==> config.mk <==
export PLATFORM = sky130hd
export DESIGN_NAME = merge2_arbiter
export DESIGN_NICKNAME = d
export VERILOG_FILES = /design/src/rtl/merge2_arbiter.sv
export SDC_FILE = /design/constraint.sdc
export NUM_CORES = 1
export LEC_CHECK = 0
export CAP_MARGIN = 15
export CORE_MARGIN = 10
export CORE_UTILIZATION = 50
export DETAILED_ROUTE_END_ITERATION = 7
export PLACE_DENSITY = 0.86
export SETUP_SLACK_MARGIN = 0.05
export SYNTH_ARGS = -nofsm -noshare
export SYNTH_HDL_FRONTEND = slang
export SYNTH_SLANG_ARGS = --single-unit
==> constraint.sdc <==
create_clock -name CLK -period 3.16 [get_ports CLK]
set_input_delay 0.632 -clock CLK [delete_from_list [all_inputs] [get_ports CLK]]
set_output_delay 0.632 -clock CLK [all_outputs]
set_load 0.02 [all_outputs]
==> src/rtl/merge2_arbiter.sv <==
// Two-input round-robin merge node: buffers one packet per child link and
// serialises them onto the parent link, announcing the winning input on S first.
module merge2_arbiter #(
  parameter int W = 9
) (
  input  logic         CLK,
  input  logic         _RESET,
  input  logic [W-1:0] in0_data,
  input  logic         in0_valid,
  output logic         in0_ready,
  input  logic [W-1:0] in1_data,
  input  logic         in1_valid,
  output logic         in1_ready,
  output logic         s_data,
  output logic         s_valid,
  input  logic         s_ready,
  output logic [W-1:0] out_data,
  output logic         out_valid,
  input  logic         out_ready
);

  typedef enum logic [1:0] {
    IDLE     = 2'd0,
    SEND_S   = 2'd1,
    SEND_OUT = 2'd2
  } state_t;

  state_t         state_q, state_d;
  logic           grant_q, grant_d;
  logic           last_q, last_d;
  logic [1:0]     full_q, full_d;
  logic [W-1:0]   buf0_q, buf0_d;
  logic [W-1:0]   buf1_q, buf1_d;
  logic           in0_ready_q, in0_ready_d;
  logic           in1_ready_q, in1_ready_d;
  logic           s_valid_q, s_valid_d;
  logic           s_data_q, s_data_d;
  logic           out_valid_q, out_valid_d;
  logic [W-1:0]   out_data_q, out_data_d;
  logic           in0_take, in1_take;

  // Next-state, buffer capture and output decode; outputs are taken from the
  // next state so every port is driven straight from a flop.
  always_comb begin
    state_d  = state_q;
    grant_d  = grant_q;
    last_d   = last_q;
    full_d   = full_q;
    buf0_d   = buf0_q;
    buf1_d   = buf1_q;
    in0_take = in0_valid & ~full_q[0];
    in1_take = in1_valid & ~full_q[1];

    if (in0_take) begin
      full_d[0] = 1'b1;
      buf0_d    = in0_data;
    end else begin
      buf0_d    = buf0_q;
    end
    if (in1_take) begin
      full_d[1] = 1'b1;
      buf1_d    = in1_data;
    end else begin
      buf1_d    = buf1_q;
    end

    case (state_q)
      IDLE: begin
        // A lone full buffer wins outright; a tie goes to the one not served last.
        if (full_q != 2'b00) begin
          grant_d = (full_q == 2'b11) ? ~last_q : full_q[1];
          state_d = SEND_S;
        end else begin
          state_d = IDLE;
        end
      end
      SEND_S: begin
        state_d = s_ready ? SEND_OUT : SEND_S;
      end
      SEND_OUT: begin
        if (out_ready) begin
          full_d[grant_q] = 1'b0;
          last_d          = grant_q;
          state_d         = IDLE;
        end else begin
          state_d         = SEND_OUT;
        end
      end
      default: begin
        state_d = IDLE;
      end
    endcase

    in0_ready_d = ~full_d[0];
    in1_ready_d = ~full_d[1];
    s_valid_d   = (state_d == SEND_S);
    out_valid_d = (state_d == SEND_OUT);
    s_data_d    = (state_d == SEND_S) ? grant_d : s_data_q;
    out_data_d  = (state_d == SEND_OUT) ? (grant_d ? buf1_d : buf0_d) : out_data_q;
  end

  // State, buffers and registered outputs; reset drops everything in flight.
  always_ff @(posedge CLK or posedge _RESET) begin
    if (_RESET) begin
      state_q     <= IDLE;
      grant_q     <= 1'b0;
      last_q      <= 1'b1;
      full_q      <= 2'b00;
      buf0_q      <= {W{1'b0}};
      buf1_q      <= {W{1'b0}};
      in0_ready_q <= 1'b1;
      in1_ready_q <= 1'b1;
      s_valid_q   <= 1'b0;
      s_data_q    <= 1'b0;
      out_valid_q <= 1'b0;
      out_data_q  <= {W{1'b0}};
    end else begin
      state_q     <= state_d;
      grant_q     <= grant_d;
      last_q      <= last_d;
      full_q      <= full_d;
      buf0_q      <= buf0_d;
      buf1_q      <= buf1_d;
      in0_ready_q <= in0_ready_d;
      in1_ready_q <= in1_ready_d;
      s_valid_q   <= s_valid_d;
      s_data_q    <= s_data_d;
      out_valid_q <= out_valid_d;
      out_data_q  <= out_data_d;
    end
  end

  assign in0_ready = in0_ready_q;
  assign in1_ready = in1_ready_q;
  assign s_valid   = s_valid_q;
  assign s_data    = s_data_q;
  assign out_valid = out_valid_q;
  assign out_data  = out_data_q;

endmodule
==> Yosys cells after proc, flatten, opt, wreduce, memory -nomap -nowiden <==
Index checks and enable logic that the tools add are counted.
{ "totals": {"reg_bits": 38, "in_bits": 24, "output_inout_bits": 14, "wordCells": 48} }
{ "classes": {"order_cmp": 2, "n_eq_ne": 5, "muxes": 16, "bitwise": 9, "reduce_logical": 4} }
{ "op_table": {"columns": ["operator", "count"], "rows": [
  ["$mux W9", 3],
  ["$mux W2", 4],
  ["$mux W1", 7],
  ["$eq A2 B2 Y1 const B", 3],
  ["$pmux W2 S3", 1],
  ["$not A1 Y1", 5],
  ["$eq A2 B1 Y1 const B", 2],
  ["$and A1 B1 Y1", 2],
  ["$and A2 B2 Y2", 1],
  ["$logic_not A2 Y1", 1],
  ["$lt A1 B2 Y1 const B", 1],
  ["$not A2 Y2", 1],
  ["$reduce_and A2 Y1", 1],
  ["$reduce_bool A2 Y1", 1],
  ["$demux W1 S1", 1],
  ["$ge A1 B1 Y1 const B", 1],
  ["$logic_and A1 B1 Y1", 1]
]} }

==> Logic depth before layout (Yosys ltp) <==
Gate-level depths: netlist (run 1).
{ "depth": {"depth_word": 9, "depth_mapped": 6, "ltp_nobuf": 4} }

==> Worst setup path before layout (run 1) <==
OpenSTA, ideal clock, no wires.
{ "synth_path": {"path_kind": "reg2reg", "from": "register state_q[0]", "to": "register s_data_q, in the netlist s_data", "setup_time_ns": 0.125, "t_arrival_ns": 1.496, "t_required_ns": 3.035, "path_slack_ns": 1.539, "path_stages_with_launch": 7, "path_buffers": 2, "period_less_slack_ns": 1.621, "path_cell_list": "dfrtp_1 -> buf_6 -> or3b_1 -> a22oi_2 -> buf_6 -> inv_2 -> mux2_4"} }
{ "synth_via": {"word_cells_on_any_way": 6, "cone_classes": "eq/ne (3); mux (2); reduce/logical (1)"} }
{ "synth_rtl": {"columns": ["element", "line_no", "rtl"], "rows": [
  ["start, declared", "28", "state_t state_q, state_d;"],
  ["start signal, assigned", "118", "state_q <= state_d;"],
  ["$logic_not A2 Y1", "67", "case (state_q)"],
  ["$mux W1", "67", null],
  ["via grant_d", "29", "logic grant_q, grant_d;"],
  ["end signal, assigned", "127", "s_data_q <= s_data_d;"],
  ["end, declared", "37", "logic s_data_q, s_data_d;"]
]} }
The timed path passes the listed nets, and every way through them passes these cells.
A chain may end at the register's enable or synchronous reset.

==> Worst setup path after layout (run 1) <==
{ "layout_path": {"from": "register in1_ready_q, in the netlist in1_ready", "to": "output port in1_ready"} }
{ "layout_rtl": {"columns": ["element", "line_no", "rtl"], "rows": [
  ["start, declared", "35", "logic in1_ready_q, in1_ready_d;"],
  ["start signal, assigned", "125", "in1_ready_q <= in1_ready_d;"],
  ["end, declared", "13", "output logic in1_ready,"]
]} }
No word-level cell between the ends.

==> parameters.txt, run 1 <==
Parameter                              Value

Critical path
  Peak per-stage delay on the critical path ... 0.59 ns
  Setup slack, reg-to-reg ... 1.08 ns
  Levels on crit path ... 1
  Crit path max-delay family ... buffers and inverters
  Reg-to-reg endpoint ... out_data[1]
  Worst setup EP type ... output pin
  Crit Path Category ... flop to output pin
  Worst EP arrival ... 1.47 ns
  Number of cells traversed by the worst register-to-register path ... 4
  Startpoint of the most critical setup path ... in1_ready
  Max FO, Critical Path ... 1
  Critical Path RT ... 2.53 ns
  Critical register-to-register path startpoint ... state_q[0]
  Critical Path Slowest Stage Cell ... sky130_fd_sc_hd__clkdlybuf4s50_1
  Crit path buffers/inverters ... 1
  Capture point of the worst path ... in1_ready
  List of cells traversed by the critical path ... clkdlybuf4s50_1
  Startpoint Class ... flop

Yosys
  Share of the yosys chip area belonging to registers ... 63.1%
  Count of unique library cells instantiated by Yosys ... 22
  Count of state elements after synthesis ... 38
  Top cells by area, synth ... sky130_fd_sc_hd__dfrtp_1, sky130_fd_sc_hd__mux2_2, sky130_fd_sc_hd__mux2i_1
  Total standard cell area after synthesis ... 1510 um^2
  Syn_area_per_cell ... 13.6 um^2
  Warnings, synthesis ... 0
  Number of standard cells after synthesis ... 111
  Number of nets in the synthesized netlist ... 135
  Dominant cell type by area after synthesis ... sky130_fd_sc_hd__dfrtp_1
  Area share of the largest cell type after synthesis ... 57.9%

STA
  Setup Skew ... 0.00862 ns
  Hold slack ... 0.474 ns
  Number of hold-slack violations in the final timing report ... 0
  Relative slew slack ... 37.8%
  Slew at the pin closest to its max-slew limit ... 0.931 ns
  Final worst-path cycle share ... 66.5%
  Final worst slack ... 1.06 ns
  Final number of setup-violating endpoints ... 0
  Setup tns final ... 0 ns
  Unrepaired setup endpoints after global routing ... no
  Max-slew violation count ... 0
  Highest clock frequency the design can meet ... 0.476 GHz
  Final Critical Period ... 2.10 ns

Finish
  Non-filler cells in the finished layout ... 184
  Area delta synth->final ... 29.5%
  Number of diodes added for antenna fixing ... 0
  Layout fillers ... 214
  Number of nets in the layout ... 176
  Area of the multi-input gates ... 507 um^2
  Fraction of final layout cells with drive strength greater than 1 ... 21.6%
  Sequential standard cell area ... 955 um^2

Clocking
  Count of cells resized by post-cts repair ... 0
  Number of sinks handled by clock tree synthesis ... 38
  Hold bufs inserted after CTS ... 0
  Number of buffers inserted during clock tree synthesis ... 5
  Number of post-CTS setup repair buffers ... 0
  Clk Tree Root Cell ... sky130_fd_sc_hd__clkbuf_4
  Number of H-tree branching levels ... 2
  Worst-case clock buffer depth ... 2
  Clock input transition at the sequential cells of the worst setup and hold paths ... 0.10 ns
  Clock latency on the worst-skew pair ... 0.35 ns
  Clock tree from TritonCTS ... yes

Drt
  Total routed wirelength ... 3170 um
  Vias after detailed routing ... 960
  Initial DRC count ... 40
  Detailed-route vias per instance ... 5.22
  Wire length per cell after detailed routing ... 17.2 um
  Final ANT Viol Nets ... 0
  Residual DRC ... 0
  Number of search-and-repair iterations in the first detailed-routing pass ... 3

Die
  Horiz. Die Dim ... 75.0 um
  Initial cell density of the core ... 53.5%
  Placeable core area ... 2830 um^2
  Total die area ... 5630 um^2
  Die boundary height ... 75.0 um
  Number of placed I/O pins ... 38
  Std cell rows ... 19

Place
  Count of buffers from port buffering ... 37
  Placer's final routability congestion estimate ... 0.823
  Dpl hpwl ... 2370 um
  Post-placement setup slack ... 0.752 ns
  Number of placed cells counting well taps ... 175

GRT
  First-pass GRT wire length ... 5220 um
  Global-route total usage across every layer ... 12.6%
  Initial antenna violation count ... 0
  Number of global-route vias before repair ... 1,085
  Total gr overflow ... 0
  Largest net degree at the start of global routing ... 27

Power
  VDD IR max ... 0.000469 V
  Leakage component of the power ... 0.848 nW
  Overall power consumption ... 1.97 mW
  Power per cell area ... 1010 nW/um^2

Hold path
  Type of the tightest min-delay check ... flop to flop

Status
  Run status ... finished clean

Job
  Max capacitance violation total ... 0
==> how the worst min path moves through the flow <==
stage / startpoint / end / slack (ns) / depth (start not counted)
2_1_floorplan: last_q / last_q / 0.44 / 2
3_3_place_gp: last_q / last_q / 0.45 / 2
3_5_place_dp: last_q / last_q / 0.46 / 2
4_1_cts: last_q / last_q / 0.48 / 2
5_1_grt: last_q / last_q / 0.50 / 2
6_report: last_q / last_q / 0.47 / 2
==> worst min-delay path, cell delays in order, from the launching register on <==
cell and delay (ns):
sky130_fd_sc_hd__dfstp_2 0.38, sky130_fd_sc_hd__nand2_1 0.05, sky130_fd_sc_hd__nand2_1 0.05
==> kinds of logic after synthesis <==
logic type	share of synthesized area, %
compound gates	6.69
buf+inv	3.47
flops	63.1
mux	20.3
simple gates	6.45
==> report_power, final <==
group	switching, mW	leakage, nW	internal (mW)
combinational	0.435	0.372	0.449
sequential	0.111	0.440	0.722
clock	0.148	0.0353	0.108
==> state kept, by name, indices dropped and copies added, names as in the netlist <==
signal,cells
grant_q,1
in1_ready,1
in0_ready,1
s_data,1
out_valid,1
last_q,1
buf0_q,9
full_q,2
out_data,9
s_valid,1
buf1_q,9
state_q,2
==> metal layers <==
layer	part of all wire (%)	vias to the layer above	GRT usage (%)
met4	2.9	0	6.93
met2	49	25	20.7
met3	5.7	8	5.52
li1	-	466	-
met1	42	461	13.3
met5	0	-	0
==> through the flow <==
step                      cell area (um^2)  utilization [%]
after CTS                             1950             69.0
final                                 1960             69.3
after global placement                1890             66.9
after global routing                  1960             69.3
after floorplan                       1510                -
after detailed placement              1890             66.9
==> cells in the mapped netlist (all sizes together) <==
library cell,instances
a211oi,3
a21oi,9
a22oi,1
buf,5
dfrtp,35
dfstp,3
inv,4
mux2,19
mux2i,9
nand2,2
nand2b,3
nand3b,2
nand4b,1
nor2,9
nor3,1
o21ai,3
o22ai,1
or3b,1
==> final cells by class <==
| type | count | area share (%) |
|---|---|---|
| tap | 31 | 1.98 |
| sequential | 38 | 48.7 |
| clock inverter | 1 | 0.255 |
| multi-input combinational | 64 | 25.8 |
| inverter | 4 | 0.766 |
| clock buffer | 7 | 2.81 |
| timing repair buffer | 39 | 19.7 |
==> placed cells by master (no fill, tap or decap), drive strengths merged <==
| master | netlist | routed |
|---|---|---|
| o22ai | 1 | 1 |
| nand2b | 3 | 3 |
| or3b | 1 | 1 |
| nor3 | 1 | 1 |
| nor2 | 9 | 9 |
| clkbuf | 0 | 7 |
| inv | 4 | 4 |
| nand4b | 1 | 1 |
| mux2i | 9 | 9 |
| clkinv | 0 | 1 |
| a211oi | 3 | 3 |
| a22oi | 1 | 1 |
| nand2 | 2 | 2 |
| clkdlybuf4s50 | 0 | 37 |
| dfrtp | 35 | 35 |
| mux2 | 19 | 19 |
| a21oi | 9 | 9 |
| dfstp | 3 | 3 |
| o21ai | 3 | 3 |
| buf | 5 | 2 |
| nand3b | 2 | 2 |
No activity file was read; power rests on OpenSTA's default activity.
==> run 2, diff against run 1 <==
--- a/config.mk
+++ b/config.mk
@@ -7,9 +7,9 @@
 export LEC_CHECK = 0
 export CAP_MARGIN = 15
 export CORE_MARGIN = 10
-export CORE_UTILIZATION = 50
+export CORE_UTILIZATION = 48
 export DETAILED_ROUTE_END_ITERATION = 7
-export PLACE_DENSITY = 0.86
+export PLACE_DENSITY = 0.83
 export SETUP_SLACK_MARGIN = 0.05
 export SYNTH_ARGS = -nofsm -noshare
 export SYNTH_HDL_FRONTEND = slang
==> constraint.sdc (replaced) <==
create_clock -name CLK -period 2.05 [get_ports CLK]
set_input_delay 0.41 -clock CLK [delete_from_list [all_inputs] [get_ports CLK]]
set_output_delay 0.41 -clock CLK [all_outputs]
set_load 0.02 [all_outputs]
==> run 2 against run 1 <==
Global-route usage fell by 1.1 points. Sequential power rose by 52%. Sequential cell count did not move. Highest routed layer unchanged. Setup slack got worse by 0.89 ns. Critical path type unchanged.
==> parameters.txt, run 2 (synthesis results as in run 1) <==
Parameter                              Value

Die
  Horiz. Die Dim ... 76.2 um (+1.5%)
  Std cell rows ... 20 (+1)
  Total die area ... 5800 um^2 (+3.0%)
  Placeable core area ... 3030 um^2 (+7.0%)
  Initial cell density of the core ... 50.0% (-3.5 points)
  Number of placed I/O pins ... 38 (unchanged)
  Die boundary height ... 76.2 um (+1.5%)

STA
  Setup Skew ... 0.0134 ns (+0.00478 ns)
  Final worst-path cycle share ... 91.6%
  Slew at the pin closest to its max-slew limit ... 0.454 ns (-0.478 ns)
  Max-slew violation count ... 0 (unchanged)
  Highest clock frequency the design can meet ... 0.533 GHz
  Number of hold-slack violations in the final timing report ... 0 (unchanged)
  Hold slack ... 0.463 ns (-0.0117 ns)
  Unrepaired setup endpoints after global routing ... no
  Setup tns final ... 0 ns (unchanged)
  Final Critical Period ... 1.88 ns
  Final worst slack ... 0.172 ns (-0.888 ns)
  Final number of setup-violating endpoints ... 0 (unchanged)
  Relative slew slack ... 69.8% (+32 points)

Critical path
  Crit Path Category ... flop to output pin
  Critical register-to-register path startpoint ... state_q[0]
  Crit path max-delay family ... buffers and inverters
  Peak per-stage delay on the critical path ... 0.61 ns (+0.02 ns)
  Critical Path RT ... 1.64 ns (-0.89 ns)
  Max FO, Critical Path ... 1 (unchanged)
  List of cells traversed by the critical path ... clkdlybuf4s50_1
  Startpoint of the most critical setup path ... in1_ready
  Critical Path Slowest Stage Cell ... sky130_fd_sc_hd__clkdlybuf4s50_1
  Worst EP arrival ... 1.47 ns (about the same)
  Setup slack, reg-to-reg ... 0.34 ns (-0.74 ns)
  Startpoint Class ... flop
  Crit path buffers/inverters ... 1 (unchanged)
  Worst setup EP type ... output pin

GRT
  Number of global-route vias before repair ... 1,129 (+4.1%)
  Total gr overflow ... 0 (unchanged)
  Initial antenna violation count ... 0 (unchanged)
  Global-route total usage across every layer ... 11.5% (-1.1 points)
  Largest net degree at the start of global routing ... 39 (+44%)
  First-pass GRT wire length ... 5390 um (+3.2%)

Finish
  Number of nets in the layout ... 179 (+1.7%)
  Leading cell type in the layout, fill and taps excluded ... sky130_fd_sc_hd__clkdlybuf4s50_1
  Number of diodes added for antenna fixing ... 0 (unchanged)
  Non-filler cells in the finished layout ... 200 (+8.7%)
  Area delta synth->final ... 31.3%
  Highest-count cells in the layout ignoring fill and taps ... sky130_fd_sc_hd__clkdlybuf4s50_1, sky130_fd_sc_hd__dfrtp_1, sky130_fd_sc_hd__mux2_2
  Fraction of final layout cells with drive strength greater than 1 ... 21.8% (+0.23 points)

Place
  Number of placed cells counting well taps ... 192 (+9.7%)
  Placer's final routability congestion estimate ... 0.742 (-9.9%)
  Post-placement setup slack ... 0.196 ns (-0.556 ns)
  Count of buffers from port buffering ... 37 (unchanged)
  Dpl hpwl ... 2290 um (-3.3%)

Clocking
  Hold bufs inserted after CTS ... 0 (unchanged)
  Clock input transition at the sequential cells of the worst setup and hold paths ... 0.11 ns (about the same)
  Number of H-tree branching levels ... 2 (unchanged)
  Number of buffers inserted during clock tree synthesis ... 5 (unchanged)
  Count of cells resized by post-cts repair ... 0 (unchanged)
  Clk Tree Root Cell ... sky130_fd_sc_hd__clkbuf_4
  Clock latency on the worst-skew pair ... 0.34 ns (about the same)
  Worst-case clock buffer depth ... 2 (unchanged)
  Clock tree from TritonCTS ... yes
  Number of post-CTS setup repair buffers ... 0 (unchanged)
  Number of sinks handled by clock tree synthesis ... 38 (unchanged)

Status
  Run status ... finished clean

Power
  VDD IR max ... 0.000711 V (+52%)
  Power per cell area ... 1510 nW/um^2 (+50%)
  Leakage component of the power ... 0.852 nW (+0.52%)
  Overall power consumption ... 3.01 mW (+53%)

Drt
  Initial DRC count ... 63 (+57%)
  Number of search-and-repair iterations in the first detailed-routing pass ... 4 (+1)
  Final ANT Viol Nets ... 0 (unchanged)
  Wire length per cell after detailed routing ... 15.2 um (-12%)
  Residual DRC ... 0 (unchanged)
  Total routed wirelength ... 3040 um (-3.9%)
  Detailed-route vias per instance ... 4.95 (-5.1%)
  Vias after detailed routing ... 990 (+3.1%)

Job
  Max capacitance violation total ... 0 (unchanged)

Hold path
  Type of the tightest min-delay check ... input pin to async pin
==> run 2: area by class of cell <==
| cell class | instances | area [um^2] |
|---|---|---|
| Multi-Input combinational cell | 64 | 507 |
| Timing Repair Buffer | 42 | 408 |
| Tap cell | 44 | 55.1 |
| Inverter | 4 | 15.0 |
| Fill cell | 227 | 1040 |
| Sequential cell | 38 | 955 |
| Clock buffer | 8 | 48.8 |
==> run 2: worst paths after layout <==
check	end	depth (start not counted)
min in group CLK	last_q	2
min reg2reg	last_q	2
max in group asynchronous	in1_ready	3
max reg2reg	out_data[6]	5
max	in1_ready	1
min	buf0_q[7]	3
==> run 2: per-stage QoR <==
| stage | instance area (um^2) | util (%) |
|---|---|---|
| floorplan | 1510 | - |
| global placement | 1940 | 64.0 |
| detailed placement | 1940 | 64.0 |
| CTS | 1990 | 65.7 |
| global route | 1990 | 65.7 |
| finish | 1990 | 65.7 |
==> run 2: report_power, final <==
part           total, mW  switching, mW  internal, mW  leakage (nW)
Sequential          1.27          0.160          1.11         0.440
Clock              0.360          0.223         0.137        0.0265
Combinational       1.38          0.662         0.714         0.385
==> run 2: metal layers <==
metal,global-route usage (%),part of all wire [%],vias to the layer above
met5,0,0,-
li1,-,-,482
met3,5.19,6.0,5
met2,18.1,49,25
met4,5.58,2.0,0
met1,13.0,43,478
